--- src/rtl/pipe_isa_pkg.sv ---
// -----------------------------------------------------------------------------
// pipe_isa_pkg
// Shared instruction-set definitions for the fetch/issue stage and the
// downstream register/ALU/memory pipeline.
//   - INSTR_W and the bit positions of every instruction field
//   - function codes (ADD, SUB, MUL, SLA, HLT)
//   - decoded-instruction struct and fetch FSM state type
//   - decode helpers shared by every consumer of an instruction word
// -----------------------------------------------------------------------------
package pipe_isa_pkg;

  localparam int INSTR_W  = 24;

  localparam int FUNC_MSB = 23;
  localparam int FUNC_LSB = 20;
  localparam int RS1_MSB  = 19;
  localparam int RS1_LSB  = 16;
  localparam int RS2_MSB  = 15;
  localparam int RS2_LSB  = 12;
  localparam int RD_MSB   = 11;
  localparam int RD_LSB   = 8;
  localparam int ADDR_MSB = 7;
  localparam int ADDR_LSB = 0;

  typedef enum logic [3:0] {
    FN_ADD = 4'd0,
    FN_SUB = 4'd1,
    FN_MUL = 4'd2,
    FN_SLA = 4'd11,
    FN_HLT = 4'd15
  } func_e;

  // Field order matches the instruction word, so the struct is exactly INSTR_W bits.
  typedef struct packed {
    logic [3:0] func;
    logic [3:0] rs1;
    logic [3:0] rs2;
    logic [3:0] rd;
    logic [7:0] addr;
  } instr_t;

  typedef enum logic [1:0] {
    ST_IDLE = 2'd0,
    ST_RUN  = 2'd1,
    ST_HALT = 2'd2
  } fetch_state_e;

  function automatic instr_t decode_instr(input logic [INSTR_W-1:0] word);
    instr_t d;
    d.func = word[FUNC_MSB:FUNC_LSB];
    d.rs1  = word[RS1_MSB:RS1_LSB];
    d.rs2  = word[RS2_MSB:RS2_LSB];
    d.rd   = word[RD_MSB:RD_LSB];
    d.addr = word[ADDR_MSB:ADDR_LSB];
    return d;
  endfunction

  function automatic logic is_hlt(input instr_t d);
    return (d.func == FN_HLT);
  endfunction

endpackage

--- src/rtl/pipe_ifetch_if.sv ---
// -----------------------------------------------------------------------------
// pipe_ifetch_if
// Control, program-load and issue bundle of the fetch/issue stage.
//   master : drives start/stall/load_*, observes the issue fields and status
//   slave  : the fetch stage itself
// Signals:
//   start, stall            run control
//   load_en/addr/data       instruction memory write port
//   func/rs1/rs2/rd/addr    issued instruction fields, qualified by valid
//   pc, busy, halted        fetch address and FSM status
// -----------------------------------------------------------------------------
interface pipe_ifetch_if #(
  parameter int PC_W = 6
);
  import pipe_isa_pkg::*;

  logic               start;
  logic               stall;
  logic               load_en;
  logic [PC_W-1:0]    load_addr;
  logic [INSTR_W-1:0] load_data;

  logic [3:0]         func;
  logic [3:0]         rs1;
  logic [3:0]         rs2;
  logic [3:0]         rd;
  logic [7:0]         addr;
  logic               valid;
  logic [PC_W-1:0]    pc;
  logic               busy;
  logic               halted;

  modport master (
    output start, stall, load_en, load_addr, load_data,
    input  func, rs1, rs2, rd, addr, valid, pc, busy, halted
  );

  modport slave (
    input  start, stall, load_en, load_addr, load_data,
    output func, rs1, rs2, rd, addr, valid, pc, busy, halted
  );

endinterface

--- src/rtl/pipe_imem.sv ---
// -----------------------------------------------------------------------------
// pipe_imem
// Single-write-port instruction RAM with a registered (synchronous) read.
// A write and a read to the same address in one cycle return the new data,
// so a word loaded together with a start pulse is what gets fetched.
// Ports:
//   clk, rst   clock; rst clears only the read-data register, never the array
//   we/waddr/wdata   write port
//   re/raddr         read enable and address; rdata holds while re is low
//   rdata            read-data register
// -----------------------------------------------------------------------------
module pipe_imem #(
  parameter int DEPTH = 64,
  parameter int AW    = 6,
  parameter int DW    = 24
) (
  input  logic          clk,
  input  logic          rst,
  input  logic          we,
  input  logic [AW-1:0] waddr,
  input  logic [DW-1:0] wdata,
  input  logic          re,
  input  logic [AW-1:0] raddr,
  output logic [DW-1:0] rdata
);

  logic [DW-1:0] mem_r [DEPTH];
  logic [DW-1:0] rdata_r;

  // Array write; contents survive reset on purpose
  always_ff @(posedge clk) begin
    if (we) begin
      mem_r[waddr] <= wdata;
    end
  end

  // Read-data register with write-through for same-address collisions
  always_ff @(posedge clk) begin
    if (rst) begin
      rdata_r <= {DW{1'b0}};
    end else if (re) begin
      if (we && (waddr == raddr)) begin
        rdata_r <= wdata;
      end else begin
        rdata_r <= mem_r[raddr];
      end
    end
  end

  assign rdata = rdata_r;

endmodule

--- src/rtl/pipe_ifetch.sv ---
// -----------------------------------------------------------------------------
// pipe_ifetch
// Instruction fetch/issue stage in front of the register/ALU/memory pipeline.
// Steps a PC through a loadable instruction RAM and issues one decoded
// instruction per cycle with a valid qualifier; supports stall, halt on HLT
// and restart from PC 0.
// Ports:
//   clk   system clock, all state on the rising edge
//   rst   synchronous active-high reset (memory contents are kept)
//   bus   pipe_ifetch_if.slave: start/stall/load_* in; func/rs1/rs2/rd/addr,
//         valid, pc, busy, halted out (all driven from registers)
// Build option:
//   RAW_INTERLOCK_EN  when defined, a HAZ_WIN-deep scoreboard of issued rd
//                     values inserts bubbles until a candidate's rs1/rs2 no
//                     longer matches; otherwise instructions issue back to back.
// Timing: the RAM is read at the address the PC is about to take, so the
// fetched word sits in the read register while pc points at it; its fields
// reach the outputs on the next edge.  First valid output is two cycles after
// the start pulse.
// -----------------------------------------------------------------------------
module pipe_ifetch
  import pipe_isa_pkg::*;
#(
  parameter int IMEM_DEPTH = 64,
  parameter int PC_W       = 6,
  parameter int HAZ_WIN    = 2
) (
  input  logic         clk,
  input  logic         rst,
  pipe_ifetch_if.slave bus
);

  if ((PC_W != $clog2(IMEM_DEPTH)) || (HAZ_WIN < 1)) begin : g_bad_cfg
    $error("pipe_ifetch: PC_W must equal clog2(IMEM_DEPTH) and HAZ_WIN must be at least 1");
  end

  fetch_state_e       state_r;
  fetch_state_e       next_state_s;
  logic [PC_W-1:0]    pc_r;
  logic [PC_W-1:0]    pc_next_s;
  logic               rvld_r;
  instr_t             out_r;
  logic               valid_r;
  logic               busy_r;
  logic               halted_r;

  logic               launch_s;
  logic               issue_s;
  logic               bubble_s;
  logic               halt_s;
  logic               hazard_s;
  logic               mem_we_s;
  logic               mem_re_s;
  logic [INSTR_W-1:0] rdata_s;
  instr_t             cand_s;

  assign cand_s = decode_instr(rdata_s);

  pipe_imem #(
    .DEPTH (IMEM_DEPTH),
    .AW    (PC_W),
    .DW    (INSTR_W)
  ) u_imem (
    .clk   (clk),
    .rst   (rst),
    .we    (mem_we_s),
    .waddr (bus.load_addr),
    .wdata (bus.load_data),
    .re    (mem_re_s),
    .raddr (pc_next_s),
    .rdata (rdata_s)
  );

  // FSM state register
  always_ff @(posedge clk) begin
    if (rst) begin
      state_r <= ST_IDLE;
    end else begin
      state_r <= next_state_s;
    end
  end

  // Next state and per-cycle issue decision
  always_comb begin
    next_state_s = state_r;
    launch_s     = 1'b0;
    issue_s      = 1'b0;
    bubble_s     = 1'b0;
    halt_s       = 1'b0;
    mem_we_s     = 1'b0;
    case (state_r)
      ST_IDLE, ST_HALT: begin
        mem_we_s = bus.load_en;
        if (bus.start) begin
          next_state_s = ST_RUN;
          launch_s     = 1'b1;
        end else begin
          next_state_s = state_r;
        end
      end
      ST_RUN: begin
        // HLT is checked before the hazard so a halt never waits on the scoreboard
        if (bus.stall || !rvld_r) begin
          next_state_s = ST_RUN;
        end else if (is_hlt(cand_s)) begin
          next_state_s = ST_HALT;
          halt_s       = 1'b1;
        end else if (hazard_s) begin
          bubble_s = 1'b1;
        end else begin
          issue_s = 1'b1;
        end
      end
      default: begin
        next_state_s = ST_IDLE;
      end
    endcase
  end

  // Fetch address: PC 0 on launch, advance on issue, otherwise hold (wraps naturally)
  always_comb begin
    if (launch_s) begin
      pc_next_s = {PC_W{1'b0}};
    end else if (issue_s) begin
      pc_next_s = pc_r + {{(PC_W-1){1'b0}}, 1'b1};
    end else begin
      pc_next_s = pc_r;
    end
  end

  assign mem_re_s = launch_s | issue_s;

  // PC, prefetch-valid flag, issue registers and status flags
  always_ff @(posedge clk) begin
    if (rst) begin
      pc_r     <= {PC_W{1'b0}};
      rvld_r   <= 1'b0;
      out_r    <= {INSTR_W{1'b0}};
      valid_r  <= 1'b0;
      busy_r   <= 1'b0;
      halted_r <= 1'b0;
    end else begin
      pc_r     <= pc_next_s;
      busy_r   <= (next_state_s == ST_RUN);
      halted_r <= (next_state_s == ST_HALT);
      if (launch_s) begin
        rvld_r  <= 1'b1;
        valid_r <= 1'b0;
      end else if (halt_s) begin
        // HLT is swallowed; the prefetched word is dropped with it
        rvld_r  <= 1'b0;
        valid_r <= 1'b0;
      end else if (issue_s) begin
        out_r   <= cand_s;
        valid_r <= 1'b1;
      end else if (bubble_s) begin
        valid_r <= 1'b0;
      end else begin
        valid_r <= valid_r;
      end
    end
  end

`ifdef RAW_INTERLOCK_EN
  logic [HAZ_WIN-1:0]      sb_vld_r;
  logic [HAZ_WIN-1:0][3:0] sb_rd_r;

  // Candidate sources against every outstanding destination in the window
  always_comb begin
    hazard_s = 1'b0;
    for (int i = 0; i < HAZ_WIN; i++) begin
      hazard_s = hazard_s | (sb_vld_r[i] &
                 ((sb_rd_r[i] == cand_s.rs1) | (sb_rd_r[i] == cand_s.rs2)));
    end
  end

  // Scoreboard shift: issued rd or an empty slot per bubble; frozen otherwise
  always_ff @(posedge clk) begin
    if (rst || launch_s) begin
      sb_vld_r <= {HAZ_WIN{1'b0}};
      sb_rd_r  <= {(HAZ_WIN*4){1'b0}};
    end else if (issue_s || bubble_s) begin
      sb_vld_r[0] <= issue_s;
      sb_rd_r[0]  <= cand_s.rd;
      for (int i = 1; i < HAZ_WIN; i++) begin
        sb_vld_r[i] <= sb_vld_r[i-1];
        sb_rd_r[i]  <= sb_rd_r[i-1];
      end
    end else begin
      sb_vld_r <= sb_vld_r;
      sb_rd_r  <= sb_rd_r;
    end
  end
`else
  assign hazard_s = 1'b0;
`endif

  assign bus.func   = out_r.func;
  assign bus.rs1    = out_r.rs1;
  assign bus.rs2    = out_r.rs2;
  assign bus.rd     = out_r.rd;
  assign bus.addr   = out_r.addr;
  assign bus.valid  = valid_r;
  assign bus.pc     = pc_r;
  assign bus.busy   = busy_r;
  assign bus.halted = halted_r;

endmodule
--- src/flat_wrapper.sv ---
// flat-port wrapper written by rule: the top's interface ports become plain ports
module pipe_ifetch_flat import pipe_isa_pkg::*;
#(
  parameter int IMEM_DEPTH = 64,
  parameter int PC_W       = 6,
  parameter int HAZ_WIN    = 2
)
  (clk, rst, bus_start, bus_stall, bus_load_en, bus_load_addr, bus_load_data, bus_func, bus_rs1, bus_rs2, bus_rd, bus_addr, bus_valid, bus_pc, bus_busy, bus_halted);
  pipe_ifetch_if #(.PC_W(PC_W)) bus_i ();
  input  logic clk;
  input  logic rst;
  input wire logic [$bits(bus_i.start)-1:0] bus_start;
  input wire logic [$bits(bus_i.stall)-1:0] bus_stall;
  input wire logic [$bits(bus_i.load_en)-1:0] bus_load_en;
  input wire logic [$bits(bus_i.load_addr)-1:0] bus_load_addr;
  input wire logic [$bits(bus_i.load_data)-1:0] bus_load_data;
  output wire logic [$bits(bus_i.func)-1:0] bus_func;
  output wire logic [$bits(bus_i.rs1)-1:0] bus_rs1;
  output wire logic [$bits(bus_i.rs2)-1:0] bus_rs2;
  output wire logic [$bits(bus_i.rd)-1:0] bus_rd;
  output wire logic [$bits(bus_i.addr)-1:0] bus_addr;
  output wire logic [$bits(bus_i.valid)-1:0] bus_valid;
  output wire logic [$bits(bus_i.pc)-1:0] bus_pc;
  output wire logic [$bits(bus_i.busy)-1:0] bus_busy;
  output wire logic [$bits(bus_i.halted)-1:0] bus_halted;
  assign bus_i.start = bus_start;
  assign bus_i.stall = bus_stall;
  assign bus_i.load_en = bus_load_en;
  assign bus_i.load_addr = bus_load_addr;
  assign bus_i.load_data = bus_load_data;
  assign bus_func = bus_i.func;
  assign bus_rs1 = bus_i.rs1;
  assign bus_rs2 = bus_i.rs2;
  assign bus_rd = bus_i.rd;
  assign bus_addr = bus_i.addr;
  assign bus_valid = bus_i.valid;
  assign bus_pc = bus_i.pc;
  assign bus_busy = bus_i.busy;
  assign bus_halted = bus_i.halted;
  pipe_ifetch #(.IMEM_DEPTH(IMEM_DEPTH), .PC_W(PC_W), .HAZ_WIN(HAZ_WIN)) u_core (.clk(clk), .rst(rst), .bus(bus_i));
endmodule
--- config.mk ---
export PLATFORM = sky130hd
export DESIGN_NAME = pipe_ifetch_flat
export DESIGN_NICKNAME = d
export VERILOG_FILES = /design/src/rtl/pipe_isa_pkg.sv /design/src/rtl/pipe_ifetch_if.sv /design/src/rtl/pipe_imem.sv /design/src/rtl/pipe_ifetch.sv /design/src/flat_wrapper.sv
export SDC_FILE = /design/constraint.sdc
export NUM_CORES = 2
export LEC_CHECK = 0
export BUFFER_PORTS_ARGS = -buffer_cell sky130_fd_sc_hd__buf_4
export CAP_MARGIN = 10
export CORE_MARGIN = 8
export CORE_UTILIZATION = 57
export CTS_CLUSTER_DIAMETER = 120
export DETAILED_ROUTE_END_ITERATION = 8
export PLACE_DENSITY = 0.76
export REMOVE_ABC_BUFFERS = 1
export SLEW_MARGIN = 20
export SYNTH_ARGS = -nofsm -noshare
export SYNTH_HDL_FRONTEND = slang
export SYNTH_SLANG_ARGS = --single-unit
--- constraint.sdc ---
create_clock -name clk -period 3.79 [get_ports clk]
set_input_delay 0 -clock clk [delete_from_list [all_inputs] [get_ports clk]]
set_output_delay 0 -clock clk [all_outputs]
set_load 0.05 [all_outputs]
==> results.json <==
{
  "status": "finished, final reports clean",
  "post_synth_main_area_contributors": "sky130_fd_sc_hd__edfxtp_1 74%, sky130_fd_sc_hd__nand2_1 5.6%, sky130_fd_sc_hd__mux4_2 5.2%, sky130_fd_sc_hd__nand3_1 3.5%, sky130_fd_sc_hd__dfxtp_1 1.9%",
  "swShare_pct": 20.63,
  "number_of_enable_flip_flop_cells_after_synthesis": 1536,
  "floorplan.core_area_um2": 108600,
  "synth.ff_latch_count": 1596,
  "cp_launch_type": "register",
  "synth_compound_area_share_pct": 3.918,
  "synthMostInstantiatedCell": "sky130_fd_sc_hd__edfxtp_1",
  "floorplan.initialDensity_pct": 57.37,
  "synth_largest_area_cell": "sky130_fd_sc_hd__edfxtp_1",
  "post_route_cells_drive_above_1_share_pct": 16.89,
  "finalWorstPathRequiredPeriod_ns": 3.768,
  "critical_path_peak_fanout": 48,
  "clockPowerShare_pct": 43.1,
  "xor_xnor_cell_area_share_of_the_yosys_netlist_pct": 0.1125,
  "groute.layer.met2.usage_pct": 44.66,
  "max_slew_margin_pct": 40.27,
  "switchingPower_w": 0.007417,
  "synth.distinct_cells": 49,
  "ff2ff_setup_slack_ns": 0.02,
  "routed_via_density": 6.501,
  "seqPwrFrac_pct": 54.0,
  "hold_viol": 0,
  "post-place-ws_ns": -0.1723,
  "tightest_slew_ns": 0.8899,
  "internal-power_w": 0.02854,
  "share_of_the_synthesized_area_in_the_top_cell_type_pct": 74.07,
  "setup.worst_path.start": "u_core.u_imem.rdata[22]",
  "clk_sinks": 1596,
  "met3_track_utilization_from_global_routing_pct": 6.113,
  "finalSetupViolCount": 0,
  "grt_antenna_before_repair": 9,
  "combinational_family_with_the_most_area_after_synthesis": "simple AND/OR/NAND/NOR gates",
  "clk_path_buf_depth": 3,
  "placed_cells_incl_taps": 5482,
  "yosysWarnings": 0,
  "seq_area_frac_synth_pct": 76.00,
  "combinational_power_share_pct": 2.9,
  "grt.total_usage_pct": 27.49,
  "critical_path.endpoint_type": "register",
  "flow.area_growth_from_synthesis_pct": 14.42,
  "drt_drc_violations_left": 0,
  "maxcap_violations": 0,
  "crit_path_end": "u_core.u_imem.rdata[4]",
  "achievable-frequency_mhz": 265.4,
  "placement_rows": 121,
  "route.vias.total": 37820,
  "post-route-cell-area_um2": 71250,
  "globalRouteMet1Util_pct": 35.54,
  "timing.final.crit_share_pct": 99.42,
  "post_synth_mux_area_share_pct": 6.440,
  "instances_no_fill": 5818,
  "area_share_of_and_or_nand_nor_cells_after_synthesis_pct": 11.62,
  "htree_num_levels": 4,
  "worst_ep_arrival_time_ns": 4.42,
  "firstDrtPassIters": 6,
  "first_global_vias": 37190,
  "largest_net_degree_at_the_start_of_global_routing": 115,
  "io_buffer_count": 67,
  "placement.cell_area_um2": 65620,
  "route.final.wire_length_um": 169000,
  "ir_drop_mv": 0.4830,
  "die-height_um": 346.5,
  "synth_flop_cell": "sky130_fd_sc_hd__edfxtp_1",
  "dpl.hpwl_um": 95100,
  "grt_first_pass_wirelength_um": 244600,
  "type_of_the_worst_min_delay_path": "in2reg",
  "final.hold.worst_slack_ns": 0.07878,
  "cts_made_buffers": 156,
  "proportion_of_register_bits_with_asynchronous_set_or_reset_after_synthesis_pct": 0,
  "globalplace.congestion": 0.9026,
  "fin_worst_skew_ns": 0.03667,
  "final_antenna_net_count": 0,
  "tritoncts": "built",
  "clk_pin_slew_worst_paths_ns": 0.06,
  "worstReg2RegEnd": "u_core.u_imem.rdata[4]",
  "whs_path_depth": 3,
  "netlist_instances": 4060,
  "io-pin-count": 68,
  "synth_fa_ha_area_share_pct": 0.02009,
  "power.density_cell_area_nw_per_um2": 504.6,
  "routed_wire_length_per_instance_um": 29.04,
  "synth.avg_cell_area_um2": 15.34,
  "crit_type": "reg2reg",
  "r2r_cells": 12,
  "worstPathRequired_ns": 4.44,
  "synthesis.area_um2": 62270,
  "top_usage_layer": "met2",
  "timing_max_transition_violations_final": 0,
  "synth.cells.most_frequent": "1536 x sky130_fd_sc_hd__edfxtp_1, 921 x sky130_fd_sc_hd__nand2_1, 439 x sky130_fd_sc_hd__nand3_1",
  "drt_first_iter_violations": 5022,
  "clk_latency_ns": 0.78,
  "static-leakage-power_nw": 23.49,
  "global_route.overflow_total": 0,
  "master_cell_of_the_clock_root_buffer": "sky130_fd_sc_hd__clkbuf_16",
  "crit_path_setup_slack_layout_ns": 0.02207,
  "layout.nets": 4307,
  "die_x_um": 346.5,
  "design.die.area_um2": 120100,
  "rr_startpoint": "u_core.u_imem.rdata[22]"
}
[per-stage QoR]
stage                     setup TNS [ns]  util [%]  power (W)
after global placement           -0.3382     60.45    0.02076
after detailed placement         -0.3335     60.45    0.02079
after floorplan                  -325.16         -    0.02019
after CTS                              0     65.52    0.03602
after global routing           -0.007546     65.63    0.03681
final                                  0     65.64    0.03596
[cells in the final DEF, fill, tap and decap left out, types with 7 or more instances in the layout]
cell type	instances
sky130_fd_sc_hd__clkinv_2	22
sky130_fd_sc_hd__a311oi_1	50
sky130_fd_sc_hd__o221ai_1	48
sky130_fd_sc_hd__nor2_1	34
sky130_fd_sc_hd__clkbuf_8	8
sky130_fd_sc_hd__mux2i_1	72
sky130_fd_sc_hd__bufinv_16	15
sky130_fd_sc_hd__clkbuf_1	42
sky130_fd_sc_hd__dlygate4sd3_1	36
sky130_fd_sc_hd__o21a_1	23
sky130_fd_sc_hd__o31ai_1	24
sky130_fd_sc_hd__dfxtp_1	58
sky130_fd_sc_hd__nand3_1	436
sky130_fd_sc_hd__a21oi_1	72
sky130_fd_sc_hd__clkbuf_16	156
sky130_fd_sc_hd__nand2_1	919
sky130_fd_sc_hd__nor2_2	61
sky130_fd_sc_hd__edfxtp_1	1536
sky130_fd_sc_hd__and3_1	73
sky130_fd_sc_hd__buf_12	34
sky130_fd_sc_hd__clkinv_1	26
sky130_fd_sc_hd__mux4_2	144
sky130_fd_sc_hd__nor3b_1	22
sky130_fd_sc_hd__nand4_1	30
sky130_fd_sc_hd__xnor2_1	7
sky130_fd_sc_hd__a22oi_1	48
sky130_fd_sc_hd__o31a_1	24
sky130_fd_sc_hd__buf_4	244
sky130_fd_sc_hd__nor3_1	26
sky130_fd_sc_hd__o2bb2ai_1	24
[cells by family after synthesis]
family,count (synthesis)
adder cells (fa/ha/maj),1
flip-flops,1596
multiplexers,220
buffers and inverters,264
AO/OA/AOI/OAI,325
XOR/XNOR,8
AND/OR/NAND/NOR,1646
[critical path, stage by stage, from the launching register on]
cell                       delay [ns]
sky130_fd_sc_hd__dfxtp_1         0.41
sky130_fd_sc_hd__nand4_1         0.27
sky130_fd_sc_hd__nand2_2         0.32
sky130_fd_sc_hd__mux2_8          0.47
sky130_fd_sc_hd__buf_12          0.17
sky130_fd_sc_hd__buf_12          0.17
sky130_fd_sc_hd__nand3_2         0.09
sky130_fd_sc_hd__buf_12          0.29
sky130_fd_sc_hd__o221ai_1        0.18
sky130_fd_sc_hd__a21oi_2         0.45
sky130_fd_sc_hd__and3_1          0.36
sky130_fd_sc_hd__o31a_1          0.28
sky130_fd_sc_hd__o31ai_1         0.12
[final cells by class]
| cell class | instances | area, um2 |
|---|---|---|
| Sequential cell | 1596 | 47330 |
| Timing Repair Buffer | 316 | 2928 |
| Clock inverter | 79 | 942.2 |
| Fill cell | 6991 | 37300 |
| Clock buffer | 206 | 4172 |
| Inverter | 1 | 3.754 |
| Multi-Input combinational cell | 2200 | 14090 |
| Antenna cell | 6 | 15.01 |
| Tap cell | 1414 | 1769 |
[how the worst min path moves through the flow]
stage	start	slack [ns]	end
2_1_floorplan	rst	0.07	u_core.bus.addr[0]
3_3_place_gp	bus_start	0.32	u_core.state_r[1]
3_5_place_dp	bus_start	0.34	u_core.state_r[1]
4_1_cts	bus_load_addr[4]	0.03	u_core.u_imem.mem_r[62][9]
5_1_grt	bus_load_addr[4]	0.05	u_core.u_imem.mem_r[62][15]
6_report	bus_load_addr[4]	0.08	u_core.u_imem.mem_r[62][9]
[power groups by stage]
stage / clock network, W / registers (W) / logic, W
4_1_cts: 0.0156 / 0.0194 / 0.00102
2_1_floorplan: 0 / 0.0198 / 0.000386
5_1_grt: 0.0163 / 0.0194 / 0.00109
6_report: 0.0155 / 0.0194 / 0.00104
3_3_place_gp: 0 / 0.0198 / 0.000963
3_5_place_dp: 0 / 0.0198 / 0.000985
[sequential cells by signal, indices dropped and copies added, names as in the netlist]
| register | flops |
|---|---|
| u_core.bus.rs2 | 4 |
| u_core.bus.pc | 6 |
| u_core.u_imem.rdata | 24 |
| u_core.bus.rd | 4 |
| u_core.bus.valid | 1 |
| u_core.state_r | 2 |
| u_core.u_imem.mem_r | 1536 |
| u_core.bus.halted | 1 |
| u_core.bus.func | 4 |
| u_core.bus.addr | 8 |
| u_core.bus.rs1 | 4 |
| u_core.bus.busy | 1 |
| u_core.rvld_r | 1 |
[metal layers]
| layer | vias to the layer above | wire [um] |
|---|---|---|
| li1 | 15920 | - |
| met1 | 19020 | 61200 |
| met2 | 2448 | 81480 |
| met3 | 436 | 17700 |
| met4 | 2 | 8585 |
| met5 | - | 10 |
[repair_timing]
item	CTS	global route
endpoints found under the setup margin	10	24
setup buffers	0	9
pin swaps	1	3
endpoints found under the hold margin	1530	0
gates resized for setup	5	8
hold buffers	36	0
Note: power is estimated with default switching activity, not from simulation.
